==> src/rtl/ifetch_buf_pkg.sv <==
// Shared definitions for the instruction prefetch buffer.
package ifetch_buf_pkg;

  // Instruction returned to the datapath whenever the fetch stalls.
  localparam logic [31:0] NOP = 32'h0000_0000;

  typedef enum logic [1:0] {
    IF_IDLE,
    IF_REQ,
    IF_FILL
  } ifetch_state_t;

endpackage

==> src/rtl/ifetch_buf.sv <==
// Single-line instruction prefetch buffer: combinational hit path, burst refill on miss.
module ifetch_buf
  import ifetch_buf_pkg::*;
#(
  parameter int unsigned LINE_WORDS = 4
) (
  input  logic        clk,
  input  logic        rst_n,
  input  logic [31:0] pc,
  output logic [31:0] ins,
  output logic        if_stall,
  input  logic        inv,
  output logic        bus_req,
  output logic [31:0] bus_addr,
  input  logic        bus_gnt,
  input  logic        bus_rvalid,
  input  logic [31:0] bus_rdata
);

  localparam int unsigned WIDX  = $clog2(LINE_WORDS);
  localparam int unsigned OFS_W = WIDX + 2;
  localparam int unsigned TAG_W = 32 - OFS_W;
  localparam logic [WIDX-1:0] LAST_BEAT = WIDX'(LINE_WORDS - 1);

  ifetch_state_t    state_q;
  logic [31:0]      line_q [LINE_WORDS];
  logic [TAG_W-1:0] tag_q;
  logic [TAG_W-1:0] tag_pend_q;
  logic             valid_q;
  logic             drop_q;
  logic [WIDX-1:0]  cnt_q;
  logic             bus_req_q;
  logic [31:0]      bus_addr_q;

  logic [TAG_W-1:0] pc_tag_c;
  logic [WIDX-1:0]  pc_word_c;
  logic             hit_c;
  logic             unused_c;

  // Address split and hit detection; byte offset within a word is don't-care.
  assign pc_tag_c  = pc[31:OFS_W];
  assign pc_word_c = pc[OFS_W-1:2];
  assign unused_c  = ^pc[1:0];
  assign hit_c     = valid_q && (tag_q == pc_tag_c) && (state_q == IF_IDLE);

  assign ins      = hit_c ? line_q[pc_word_c] : NOP;
  assign if_stall = !hit_c;
  assign bus_req  = bus_req_q;
  assign bus_addr = bus_addr_q;

  // Refill FSM: miss -> request burst -> collect beats -> revalidate unless invalidated meanwhile.
  always_ff @(posedge clk or negedge rst_n) begin
    if (!rst_n) begin
      state_q    <= IF_IDLE;
      valid_q    <= 1'b0;
      drop_q     <= 1'b0;
      cnt_q      <= '0;
      bus_req_q  <= 1'b0;
      bus_addr_q <= '0;
      tag_q      <= '0;
      tag_pend_q <= '0;
    end else begin
      case (state_q)
        IF_IDLE: begin
          if (!hit_c) begin
            state_q    <= IF_REQ;
            bus_req_q  <= 1'b1;
            bus_addr_q <= {pc_tag_c, OFS_W'(0)};
            tag_pend_q <= pc_tag_c;
            valid_q    <= 1'b0;
          end else if (inv) begin
            valid_q <= 1'b0;
          end
        end
        IF_REQ: begin
          if (inv) drop_q <= 1'b1;
          if (bus_gnt) begin
            state_q   <= IF_FILL;
            bus_req_q <= 1'b0;
            cnt_q     <= '0;
          end
        end
        IF_FILL: begin
          if (inv) drop_q <= 1'b1;
          if (bus_rvalid) begin
            cnt_q <= cnt_q + WIDX'(1);
            if (cnt_q == LAST_BEAT) begin
              state_q <= IF_IDLE;
              tag_q   <= tag_pend_q;
              valid_q <= !drop_q && !inv;
              drop_q  <= 1'b0;
            end
          end
        end
        default: state_q <= IF_IDLE;
      endcase
    end
  end

  // Line storage: beats land only while filling; stray beats elsewhere are ignored.
  always_ff @(posedge clk) begin
    if (state_q == IF_FILL && bus_rvalid) begin
      line_q[cnt_q] <= bus_rdata;
    end
  end

endmodule

==> config.mk <==
export PLATFORM = sky130hd
export DESIGN_NAME = ifetch_buf
export DESIGN_NICKNAME = d
export VERILOG_FILES = /design/src/rtl/ifetch_buf_pkg.sv /design/src/rtl/ifetch_buf.sv
export SDC_FILE = /design/constraint.sdc
export NUM_CORES = 1
export LEC_CHECK = 0
export BUFFER_PORTS_ARGS = -buffer_cell sky130_fd_sc_hd__buf_2
export CAP_MARGIN = 20
export CORE_MARGIN = 3
export CORE_UTILIZATION = 44
export CTS_CLUSTER_DIAMETER = 120
export DETAILED_ROUTE_END_ITERATION = 6
export PLACE_DENSITY_LB_ADDON = 0.15
export RECOVER_POWER = 50
export SLEW_MARGIN = 15
export SYNTH_ARGS = -nofsm -noshare
export SYNTH_HDL_FRONTEND = slang
export SYNTH_SLANG_ARGS = --single-unit
==> constraint.sdc <==
create_clock -name clk -period 2.9 [get_ports clk]
set_input_delay 0.58 -clock clk [delete_from_list [all_inputs] [get_ports clk]]
set_output_delay 0.58 -clock clk [all_outputs]
set_load 0.03 [all_outputs]
# Word level (Yosys, flattened, before mapping)
# Memories as Yosys holds them, arrays and structs flattened.
# Index checks and enable logic that the tools add are counted.
totals:
  ramBits: 128
  wordCells: 59
  input_bits: 69
  reg_bits: 63
  mem_count: 1
  output_inout_bits: 66
classes:
  n_addsub: 1
  bitwise: 1
  mux: 23
  reduce_logical: 17
  eq_ne: 9
memory_table:
  columns: ["name", "words", "word_bits", "rd", "rd_clocked_by_memory_dff", "write_ports", "line", "rtl"]
  rows:
  - ["line_q", 4, 32, 1, 0, 1, "ifetch_buf.sv:26", "logic [31:0] line_q [LINE_WORDS];"]
op_table:
  columns: ["op", "count"]
  rows:
  - ["32-bit two-way mux", 1]
  - ["28-bit == test", 1]
  - ["2-bit two-way mux", 6]
  - ["1-bit two-way mux", 11]
  - ["3-bit AND reduction", 3]
  - ["2-bit inequality test (second input constant)", 4]
  - ["4-bit AND reduction", 2]
  - ["1-bit case mux with 2 select lines", 3]
  - ["2-bit case mux with 3 select lines", 1]
  - ["2-bit nonzero test", 3]
  - ["2-bit == test (second input constant)", 2]
  - ["1-bit logical AND", 4]
  - ["2-bit case mux with 2 select lines", 1]
  - ["1-bit zero test", 3]
  - ["3-bit inequality test (second input constant)", 1]
  - ["2-bit by 1-bit adder with 2-bit output (second input constant)", 1]
  - ["2-bit by 1-bit == test with 1-bit output (second input constant)", 1]
  - ["2-bit zero test", 1]
  - ["2-bit AND reduction", 1]
  - ["1-bit NOT", 1]

# Logic depth before layout (Yosys ltp)
# Gate-level depths: netlist of the first run.
depth:
  ltp_word: 5
  ltp_mapped: 7
  ltp_nobuf: 6

# Worst setup path before layout of the first run
# OpenSTA, ideal clock, no wires.
synth_timing:
  path_kind: "input to output"
  startpoint: "input port pc[24]"
  endpoint: "output port ins[23]"
  required_ps: 2320
  t_arrival_ps: 2289
  slack_ps: 31
  path_buffers: 1
  path_stages: 6
  path_cell_list: "inv_1 a2111o_1 nor4_4 nand4_2 buf_2 nor2b_1"
synth_via:
  elab_chain_len: 4
synth_rtl:
  columns: ["item", "line", "rtl"]
  rows:
  - ["start: declaration", "ifetch_buf.sv:9", "input logic [31:0] pc,"]
  - ["28-bit == test", "ifetch_buf.sv:44", "assign hit_c = valid_q && (tag_q == pc_tag_c) && (state_q == IF_IDLE);"]
  - ["1-bit logical AND (2 in a row)", "ifetch_buf.sv:44", null]
  - ["32-bit two-way mux", "ifetch_buf.sv:46", "assign ins = hit_c ? line_q[pc_word_c] : NOP;"]
  - ["end: declaration", "ifetch_buf.sv:10", "output logic [31:0] ins,"]
# No other way between the ends.

# Worst setup path after layout of the first run
layout_timing:
  startpoint: "register tag_q[15]"
  endpoint: "output port ins[30]"
layout_via:
  elab_chain_len: 4
layout_rtl:
  columns: ["item", "line", "rtl"]
  rows:
  - ["start: declaration", "ifetch_buf.sv:27", "logic [TAG_W-1:0] tag_q;"]
  - ["start signal: assignment", "ifetch_buf.sv:89", "tag_q <= tag_pend_q;"]
  - ["28-bit == test", "ifetch_buf.sv:44", null]
  - ["1-bit logical AND (2 in a row)", "ifetch_buf.sv:44", null]
  - ["32-bit two-way mux", "ifetch_buf.sv:46", null]
# No other way between the ends.

==> metrics.md, run 1 <==
| Metric | Value |
|---|---|
| Initial antenna violation count | `1` |
| Die Y | `140 um` |
| TritonCTS buffer count | `17` |
| Status | `finished with violations` |
| Hold Slack | `0.400 ns` |
| Max Root-Sink Buffers | `2` |
| CP max FO | `15` |
| Post-route clock period utilization | `99.2%` |
| CP max stage cell | `dfrtp_1` |
| Failing checks | `capacitance limit, slew limit` |
| Hold path depth | `2` |
| Die Span X | `between 100 and 150 um` |
| Final worst path period need | `between 2 and 3 ns` |
| Fin. Hold Viols | `0` |
| Crit path top cell by count | `nor2b_1` |
| Core area | `17,400 um^2` |
| #FFs+latches synth | `191` |
| Total grt overflow | `0` |
| Crit path max-delay family | `simple AND/OR/NAND/NOR gates` |
| Worst path bufs/invs | `2` |
| Critical path required time | `2.32 ns` |
| Site row count | `48` |
| RSZ-0062 raised after global routing | `yes` |
| Initial core utilization | `a little under half` |
| Share of layout cells above drive strength 1 | `40.4%` |
| Leak | `3.65 nW` |
| CTS tree | `done` |
| DP Wirelength | `10,000 um` |
| Synth warnings | `0` |
| Area of the die | `19,500 um^2` |
| Max-slew violations | `29` |
| Vias post-DR | `4,109` |
| Worst R2R Path Depth | `8` |
| GP Congestion | `0.765` |
| CP Cell Sequence | `nor2b_1 > a2111o_1 > nor4_4 > nand4_4 > buf_6 > nor2b_1 > buf_4` |
| Avg Cell Area, Syn | `18.6 um^2` |
| Drt first pass iters | `4` |
| Area occupied by multi-input gates | `between 2000 and 2500 um^2` |
| Nets | `651` |
| Fmax | `roughly 350 MHz` |
| Cts hold-fix bufs | `0` |
| Register area | `5420 um^2` |
| Setup crit end kind | `output port` |
| Final setup vio count | `0` |
| Fillers | `1,441` |
| CTS root buffer | `clkbuf_16` |
| Vias in the first global route | `4,584` |
| Clock skew | `0.0112 ns` |
| Top Ports | `roughly 140` |
| Worst Setup Path Type | `flop to output port` |
| PnR worst setup slack | `about 0.022 ns` |
| Max VDD drop | `0.000538 V` |
| Critical Path Source Type | `flop` |
| Area grow syn2layout | `20.6%` |
| Pre-CTS WS | `-0.0775 ns` |
| Min-Delay Path Class | `primary input to flop` |
| Global-route wire length before repair | `23,900 um` |
| CP Data Arrival Time | `between 2 and 2.5 ns` |
| Critical path depth in cells | `7` |
| Clk slew on worst S/H paths | `about 0.070 ns` |
| Max-Cap Viols | `1` |
| CP peak stage delay | `0.39 ns` |
| Post-detailed-route via-to-cell ratio | `5.06` |
| Residual DRC | `0` |
| Routed Antenna Nets | `0` |
| Sequential fraction of the synthesis area | `68.9%` |
| Count of cell types in the netlist | `35` |
| Tot GR Track Use | `16.0%` |
| CTS H-tree depth | `4` |
| Average wire per cell in the routed design | `18.4 um` |
| PortBufs | `128` |
| Max-Slew Margin vs Limit | `-6.06%` |
| Post-Syn Area | `7870 um^2` |
| Slew @ Worst Pin | `1.59 ns` |
| Clock sink total | `191` |
| Power Dens Cells | `806 nW/um^2` |
| Mapped Cells | `424` |
| Pin count of the biggest net entering global routing | `34` |
| First DRT Iteration DRCs | `173` |
| Final wirelength | `approximately 15,000 um` |
| Worst-Skew Late Latency | `0.43 ns` |
power breakdown:
group | internal [mW] | switching [mW]
logic | 0.882 | 1.07
clock network | 1.09 | 0.980
registers | 3.36 | 0.261
total | 5.33 | 2.31
cells in the final DEF, fill, tap and decap left out, types with 3 or more instances in the layout:
cell | synthesis | routed
clkinvlp_4 | 0 | 4
nand2_1 | 4 | 4
buf_2 | 2 | 54
clkbuf_1 | 8 | 45
nand3_1 | 6 | 6
buf_6 | 0 | 7
buf_4 | 4 | 36
nand4_1 | 4 | 4
inv_1 | 14 | 13
buf_12 | 2 | 5
edfxtp_1 | 128 | 128
clkinv_2 | 0 | 3
mux4_2 | 32 | 32
xnor2_1 | 19 | 18
a22o_1 | 5 | 5
conb_1 | 1 | 4
clkbuf_16 | 0 | 17
mux2_2 | 38 | 38
nand2b_1 | 6 | 6
dfrtp_1 | 63 | 63
inv_6 | 0 | 3
nor2b_2 | 0 | 7
o21ai_0 | 3 | 3
nor2b_1 | 34 | 27
ha_1 | 9 | 9
mux2_4 | 20 | 20
timing repair:
action,in CTS,in global routing
cloned,0,0
buffers inserted,1,1
resized for setup,40,12
pin swaps,1,3
setup endpoints to repair,33,33
synthesized netlist by cell type:
library cell | count | area, um^2
edfxtp_1 | 128 | 3840
dfrtp_1 | 63 | 1580
mux2_2 | 38 | 428
nor2b_1 | 34 | 213
mux4_2 | 32 | 721
mux2_4 | 20 | 300
xnor2_1 | 19 | 166
inv_1 | 14 | 52.6
ha_1 | 9 | 113
clkbuf_1 | 8 | 30.0
nand2b_1 | 6 | 37.5
nand3_1 | 6 | 30.0
a22o_1 | 5 | 43.8
buf_4 | 4 | 30.0
nand2_1 | 4 | 15.0
nand4_1 | 4 | 25.0
and3_1 | 3 | 18.8
buf_1 | 3 | 11.3
o21ai_0 | 3 | 15.0
a21oi_1 | 2 | 10.0
buf_12 | 2 | 40.0
buf_2 | 2 | 10.0
nor4_1 | 2 | 12.5
o22ai_1 | 2 | 12.5
a2111o_1 | 1 | 11.3
conb_1 | 1 | 3.75
mux2i_1 | 1 | 10.0
nand2_4 | 1 | 11.3
nand3_2 | 1 | 10.0
nand4_2 | 1 | 12.5
nor3_1 | 1 | 5.00
nor4_4 | 1 | 21.3
o2111ai_1 | 1 | 8.76
o221ai_1 | 1 | 8.76
o311ai_0 | 1 | 8.76
per-stage QoR:
step                      power [mW]  util, %  instance area, um^2  setup TNS, ns  cells
after floorplan                 5.09        -                 7880              0    427
after global placement          5.62     50.8                 8850         -0.223    777
after detailed placement        5.68     50.8                 8850         -0.955    777
after CTS                       7.78     54.5                 9500          -1.43    810
after global routing            8.05     54.5                 9490          -2.98    812
final                           7.64     54.5                 9490              0    812
worst reg2reg max path, stage by stage (launching register included):
cell and delay (ns):
dfrtp_1 0.39, nor2b_1 0.13, a2111o_1 0.38, nor4_4 0.29
buf_4 0.17, nand3_2 0.12, nand2_4 0.24, buf_12 0.19
mux2_2 0.34
layout make-up:
type | count | share of cell area (%)
flip-flops and latches | 191 | 57.1
clock inverters | 14 | 0.976
repair buffers | 146 | 9.32
clock buffers | 18 | 4.52
diodes | 1 | 0.0264
inverters | 14 | 0.554
multi-input cells | 203 | 24.5
well taps | 225 | 2.97
cells by family after synthesis:
logic type | after synthesis | synth area share, %
adders and majority gates | 9 | 1.43
xor gates and xnor gates | 19 | 2.12
muxes | 91 | 18.5
and+or+nand+nor | 64 | 5.23
AOI/OAI and AO/OA | 16 | 1.51
other | 1 | 0.0477
buffers and inverters | 33 | 2.21
DFF | 191 | 68.9
layer usage:
layer,up-vias,global-route usage [%],wire [um]
li1,1900,-,-
met1,2099,19.9,6300
met2,95,26.2,7550
met3,15,5.57,890
met4,0,5.66,192
met5,-,0,0
final timing paths:
path,from,end,slack [ns]
min,pc[6],tag_pend_q[2],0.40
max reg2reg,tag_q[15],tag_pend_q[7],0.53
min in group asynchronous,rst_n,tag_pend_q[11],0.55
max,tag_q[15],ins[30],0.02
max in group asynchronous,rst_n,tag_pend_q[4],0.70
min reg2reg,tag_q[21],tag_q[21],0.53
flip-flops by register name, indices dropped and copies added (netlist names):
register / flops
tag_pend_q: 28
tag_q: 28
drop_q: 1
cnt_q: 2
valid_q: 1
state_q: 2
bus_req: 1
line_q: 128
Power figures use the tool's default switching activity.
==> run 2, diff against run 1 <==
==> constraint.sdc (replaced) <==
create_clock -name clk -period 2.9 [get_ports clk]
set_input_delay 0.58 -clock clk [delete_from_list [all_inputs] [get_ports clk]]
set_output_delay 0.58 -clock clk [all_outputs]
set_load 0.005 [all_outputs]
==> run 2 against run 1 <==
Against the previous run: the flow finishes with violations (capacitance limit, slew limit, setup timing); power shrank 2.6%; register-to-register slack lost 0.05 ns; clock-buffer cell count grew 2; worst hold slack gained 0.0019 ns; design area grew 0.25%; cell count is the same; global-route usage grew 0.25 points; worst setup slack lost 0.064 ns; first-iteration DRC count grew 21%.
==> metrics.md, run 2 (synthesis results as in run 1) <==
| Metric | Value |
|---|---|
| Pin count of the biggest net entering global routing | `33` |
| Area occupied by multi-input gates | `2350 um^2` |
| Average wire per cell in the routed design | `about 19 um` |
| Residual DRC | `0` |
| Vias in the first global route | `around 4,500` |
| Post-detailed-route via-to-cell ratio | `a little over 5` |
| First DRT Iteration DRCs | `209` |
| CP max FO | `15` |
| Clk slew on worst S/H paths | `0.07 ns` |
| Top reg by flops | `line_q` |
| Initial core utilization | `45.2%` |
| CTS root buffer | `clkbuf_16` |
| Internal power | `5.54 mW` |
| Setup crit end kind | `output port` |
| Total Power | `7.45 mW` |
| Max-Slew Margin vs Limit | `-6.14%` |
| Sw Ratio | `25.7%` |
| Cts hold-fix bufs | `0` |
| Die Span X | `140 um` |
| Max-Cap Viols | `1` |
| PnR worst setup slack | `-0.0422 ns` |
| Total grt overflow | `0` |
| Most frequent cells in the layout | `edfxtp_1 (128), buf_2 (93), dfrtp_1 (63)` |
| Worst-Skew Late Latency | `around 0.43 ns` |
| Fillers | `1,427` |
| Die Y | `about 140 um` |
| Status | `finished with violations` |
| Commonest non-fill, non-tap cell in the layout | `edfxtp_1` |
| Tot GR Track Use | `16.3%` |
| Max reg flops | `128` |
| Leak | `3.74 nW` |
| Register area | `5420 um^2` |
| Routed Antenna Nets | `0` |
| N_diodes | `0` |
| Max Root-Sink Buffers | `2` |
| Final setup vio count | `4` |
| Sequential share of power | `48.5%` |
| Gate power share | `a little over a fifth` |
| GP Congestion | `0.771` |
| Area grow syn2layout | `20.9%` |
| Hold Slack | `0.402 ns` |
| Clock sink total | `around 190` |
| Max VDD drop | `0.000481 V` |
| DP Wirelength | `9990 um` |
| Final worst path period need | `between 2 and 3 ns` |
| Share of layout cells above drive strength 1 | `42.6%` |
| Initial antenna violation count | `1` |
| Slew @ Worst Pin | `1.59 ns` |
| Final std cells w/o fill | `812` |
| Post-route clock period utilization | `101%` |
| Fmax | `roughly 340 MHz` |
| Min-Delay Path Class | `primary input to flop` |
| Area of the die | `19,500 um^2` |
| Global-route wire length before repair | `24,400 um` |
| Critical Path Source Type | `flop` |
| Max-slew violations | `29` |
| CTS H-tree depth | `4` |
| Cells after DPL | `between 700 and 800` |
| TritonCTS buffer count | `17` |
| Site row count | `48` |
| PortBufs | `128` |
| RSZ-0062 raised after global routing | `yes` |
| Final wirelength | `15,200 um` |
| Worst Setup Path Type | `flop to output port` |
| Clock skew | `0.0104 ns` |
| CP Data Arrival Time | `2.36 ns` |
| Power Dens Cells | `between 700 and 800 nW/um^2` |
| Failing checks | `capacitance limit, slew limit, setup timing` |
| Top flop regs | `line_q x128, tag_pend_q x28, tag_q x28` |
| Sw power | `about 1.9 mW` |
| Clock Power Share | `30.3%` |
| Core area | `17,400 um^2` |
| Critical path required time | `2.32 ns` |
| Top Ports | `between 100 and 150` |
| CTS tree | `done` |
| Nets | `~650` |
| Fin. Hold Viols | `0` |
| Drt first pass iters | `4` |
| Vias post-DR | `a little over 4,000` |
-- run 2: critical path, stage by stage (launching register included) --
cell and delay [ns]:
dfrtp_1 0.39, nor2b_4 0.13, a2111o_1 0.38, nor4_4 0.32, nand4_4 0.20, buf_6 0.22, nor2b_1 0.15, buf_2 0.14
-- run 2: routing by layer --
layer | track usage (%) | part of all wire [%] | vias up
met5 | 0 | 0.086 | -
met4 | 5.41 | 1.7 | 2
met3 | 5.77 | 6.4 | 22
met2 | 26.2 | 49 | 98
met1 | 20.7 | 43 | 2106
li1 | - | - | 1907
-- run 2: worst paths after layout --
path                            slack [ns]  depth (start not counted)       from       endpoint
worst min-delay path                  0.40                          2      pc[9]  tag_pend_q[5]
worst max-delay path                 -0.04                          7  tag_q[15]        ins[30]
worst max register to register        0.48                          8  tag_q[15]  tag_pend_q[1]
worst min register to register        0.53                          1  tag_q[13]      tag_q[13]
max in group asynchronous             0.68                          2      rst_n  tag_pend_q[0]
min in group asynchronous             0.54                          1      rst_n  tag_pend_q[5]
-- run 2: repair_timing --
item,CTS,global route
endpoints found under the setup margin,26,32
gates resized for setup,8,11
pin swaps,2,0
cloned,1,0
setup buffers,1,2
-- run 2: layout make-up --
type / instances / area share [%]
Multi-Input combinational cell: 203 / 24.7
Clock inverter: 12 / 1.09
Sequential cell: 191 / 57.0
Timing Repair Buffer: 147 / 8.71
Clock buffer: 20 / 5.02
Tap cell: 225 / 2.96
Inverter: 14 / 0.552
-- run 2: power groups by stage --
stage / clock network (mW) / registers, mW / logic [mW]
2_1_floorplan: 0 / 3.64 / 1.05
3_3_place_gp: 0 / 3.64 / 1.56
3_5_place_dp: 0 / 3.67 / 1.60
4_1_cts: 2.31 / 3.62 / 1.62
5_1_grt: 2.45 / 3.67 / 1.72
6_report: 2.26 / 3.61 / 1.58
-- run 2: through the flow --
step                      TNS, ns  util (%)  setup slack (ns)  instance area [um^2]
final                     -0.0855      54.6           -0.0422                  9510
after global routing        -3.28      54.6            -0.175                  9510
after detailed placement        0      50.9           0.00584                  8860
after floorplan                 0         -             0.239                  7880
after CTS                  -0.393      54.7           -0.0610                  9520
after global placement    -0.0397      50.9           -0.0397                  8860
==> run 3, diff against run 2 <==
--- a/config.mk
+++ b/config.mk
@@ -13,6 +13,7 @@
 export DETAILED_ROUTE_END_ITERATION = 6
 export PLACE_DENSITY_LB_ADDON = 0.15
 export RECOVER_POWER = 50
+export SKIP_LAST_GASP = 1
 export SLEW_MARGIN = 15
 export SYNTH_ARGS = -nofsm -noshare
 export SYNTH_HDL_FRONTEND = slang
==> run 3 against run 2 <==
Against the previous run: power hardly changed; worst hold slack hardly changed; clock-buffer cell count stayed put; via count is 0.31% higher; clock power hardly changed; register-to-register slack hardly changed; die area stayed put; cell count stayed put; first-iteration DRC count is 2.4% higher; global-route usage stayed put; clock skew hardly changed; routed wire length is 0.21% lower; the run still ends with capacitance limit, slew limit, setup timing left.
==> metrics.md, run 3 (synthesis results as in run 1) <==
| Metric | Value |
|---|---|
| Critical Path Source Type | `flop` |
| Area grow syn2layout | `20.5%` |
| CTS root buffer | `clkbuf_16` |
| First DRT Iteration DRCs | `214` |
| Cts hold-fix bufs | `0` |
| Fmax | `339 MHz` |
| Failing checks | `capacitance limit, slew limit, setup timing` |
| CP peak stage delay | `roughly 0.39 ns` |
| Final worst path period need | `2.95 ns` |
| CP Data Arrival Time | `between 2 and 2.5 ns` |
| N_diodes | `0` |
| Setup crit end kind | `output port` |
| Hold path depth | `2` |
| Vias in the first global route | `4,454` |
| Sw power | `1.91 mW` |
| CP Cell Sequence | `nor2b_4 > a2111o_1 > nor4_4 > nand4_4 > buf_12 > nor2b_1 > buf_2` |
| Gate power share | `21.1%` |
| PnR worst setup slack | `-0.0534 ns` |
| Commonest non-fill, non-tap cell in the layout | `edfxtp_1` |
| Worst Setup Path Type | `flop to output port` |
| Max reg flops | `around 130` |
| TritonCTS buffer count | `17` |
| DP Wirelength | `9990 um` |
| Cells after DPL | `776` |
| Top reg by flops | `line_q` |
| Internal power | `5.53 mW` |
| Post-layout util | `between 50% and 60%` |
| Most frequent cells in the layout | `edfxtp_1 (128), buf_2 (93), dfrtp_1 (63)` |
| Total grt overflow | `0` |
| Nets | `652` |
| CTS H-tree depth | `4` |
| Design area | `roughly 9500 um^2` |
| Post-route clock period utilization | `102%` |
| Crit. Startpoint | `tag_q[15]` |
| Share of layout cells above drive strength 1 | `41.4%` |
| Max-Slew Margin vs Limit | `-5.44%` |
| Average wire per cell in the routed design | `18.7 um` |
| Min-Delay Path Class | `primary input to flop` |
| Clock sink total | `around 190` |
| Final setup vio count | `6` |
| Fin. Hold Viols | `0` |
| Global-route wire length before repair | `24,400 um` |
| Worst R2R Path Depth | `8` |
| Min-Delay Startpoint | `pc[9]` |
| Vias post-DR | `4,148` |
| Max-slew violations | `29` |
| Die Y | `between 100 and 150 um` |
| Initial antenna violation count | `1` |
| Max VDD drop | `0.000480 V` |
| Max Root-Sink Buffers | `2` |
| Routed Antenna Nets | `0` |
| Dpl cell area | `just under 9000 um^2` |
| CTS tree | `done` |
| Initial core utilization | `45.2%` |
| Worst-Skew Late Latency | `0.43 ns` |
| Critical path required time | `2.32 ns` |
| CP max FO | `11` |
| Slew @ Worst Pin | `1.58 ns` |
| Pre-CTS WS | `0.00584 ns` |
| Max-Cap Viols | `1` |
| Site row count | `between 40 and 50` |
| Power Dens Cells | `785 nW/um^2` |
| Clock skew | `0.00999 ns` |
| Top Ports | `~140` |
| Leak | `3.72 nW` |
| PortBufs | `128` |
| Drt first pass iters | `4` |
| Final wirelength | `15,200 um` |
| Sequential share of power | `between 40% and 50%` |
| Residual DRC | `0` |
| Core area | `17,400 um^2` |
| Post-detailed-route via-to-cell ratio | `5.11` |
| Pin count of the biggest net entering global routing | `33` |
| Clk slew on worst S/H paths | `0.07 ns` |
| Die Span X | `140 um` |
| Reg-to-Reg Start | `tag_q[15]` |
| Hold Slack | `0.402 ns` |
| Final std cells w/o fill | `812` |
| Status | `finished with violations` |
| Tot GR Track Use | `16.3%` |
| R2r setup slk | `0.48 ns` |
| Clock Power Share | `30.3%` |
| Area of the die | `19,500 um^2` |
| Top flop regs | `line_q x128, tag_pend_q x28, tag_q x28` |
| Sw Ratio | `around 26%` |
| GP Congestion | `about 0.77` |
| RSZ-0062 raised after global routing | `yes` |
| CP max stage cell | `dfrtp_1` |
run 3: metrics by stage:
step / total power [mW] / setup TNS (ns)
after CTS: 7.55 / -0.419
after global placement: 5.20 / -0.0397
after global routing: 7.84 / -3.42
after detailed placement: 5.27 / 0
final: 7.45 / -0.137
after floorplan: 4.69 / 0
run 3: final timing paths:
check,end
min in group asynchronous,tag_pend_q[5]
worst min-delay path,tag_pend_q[5]
worst max register to register,tag_pend_q[1]
worst min register to register,tag_q[13]
max in group asynchronous,tag_pend_q[0]
worst max-delay path,ins[2]
run 3: worst max-delay path, delay by kind of cell, from the launching register on:
| family | cells | cell delay, ns |
|---|---|---|
| buf+inv | 2 | 0.35 |
| flops | 1 | 0.39 |
| simple gates | 4 | 0.82 |
| compound gates | 1 | 0.38 |
run 3: power groups by stage:
stage | Combinational, mW | Sequential, mW | Clock (mW)
after floorplan | 1.05 | 3.64 | 0
after global placement | 1.56 | 3.64 | 0
after detailed placement | 1.60 | 3.67 | 0
after CTS | 1.62 | 3.62 | 2.31
after global routing | 1.72 | 3.67 | 2.45
final | 1.57 | 3.61 | 2.26
run 3: what timing repair did:
action | CTS | global route
endpoints found under the setup margin | 26 | 32
pin swaps | 2 | 0
gates resized for setup | 7 | 4
setup buffers | 1 | 2
gates cloned | 1 | 0
run 3: metal layers:
metal	track usage (%)	part of all wire [%]
met5	0	0.086
met4	5.41	1.7
met3	5.77	6.5
met2	26.2	49
met1	20.7	42
run 3: cell type report:
type                            instances  area, um^2
Fill cell                            1434        7940
Multi-Input combinational cell        203        2320
Sequential cell                       191        5420
Timing Repair Buffer                  147         828
Tap cell                              225         282
Inverter                               14        52.6
Clock buffer                           20         478
Clock inverter                         12         104
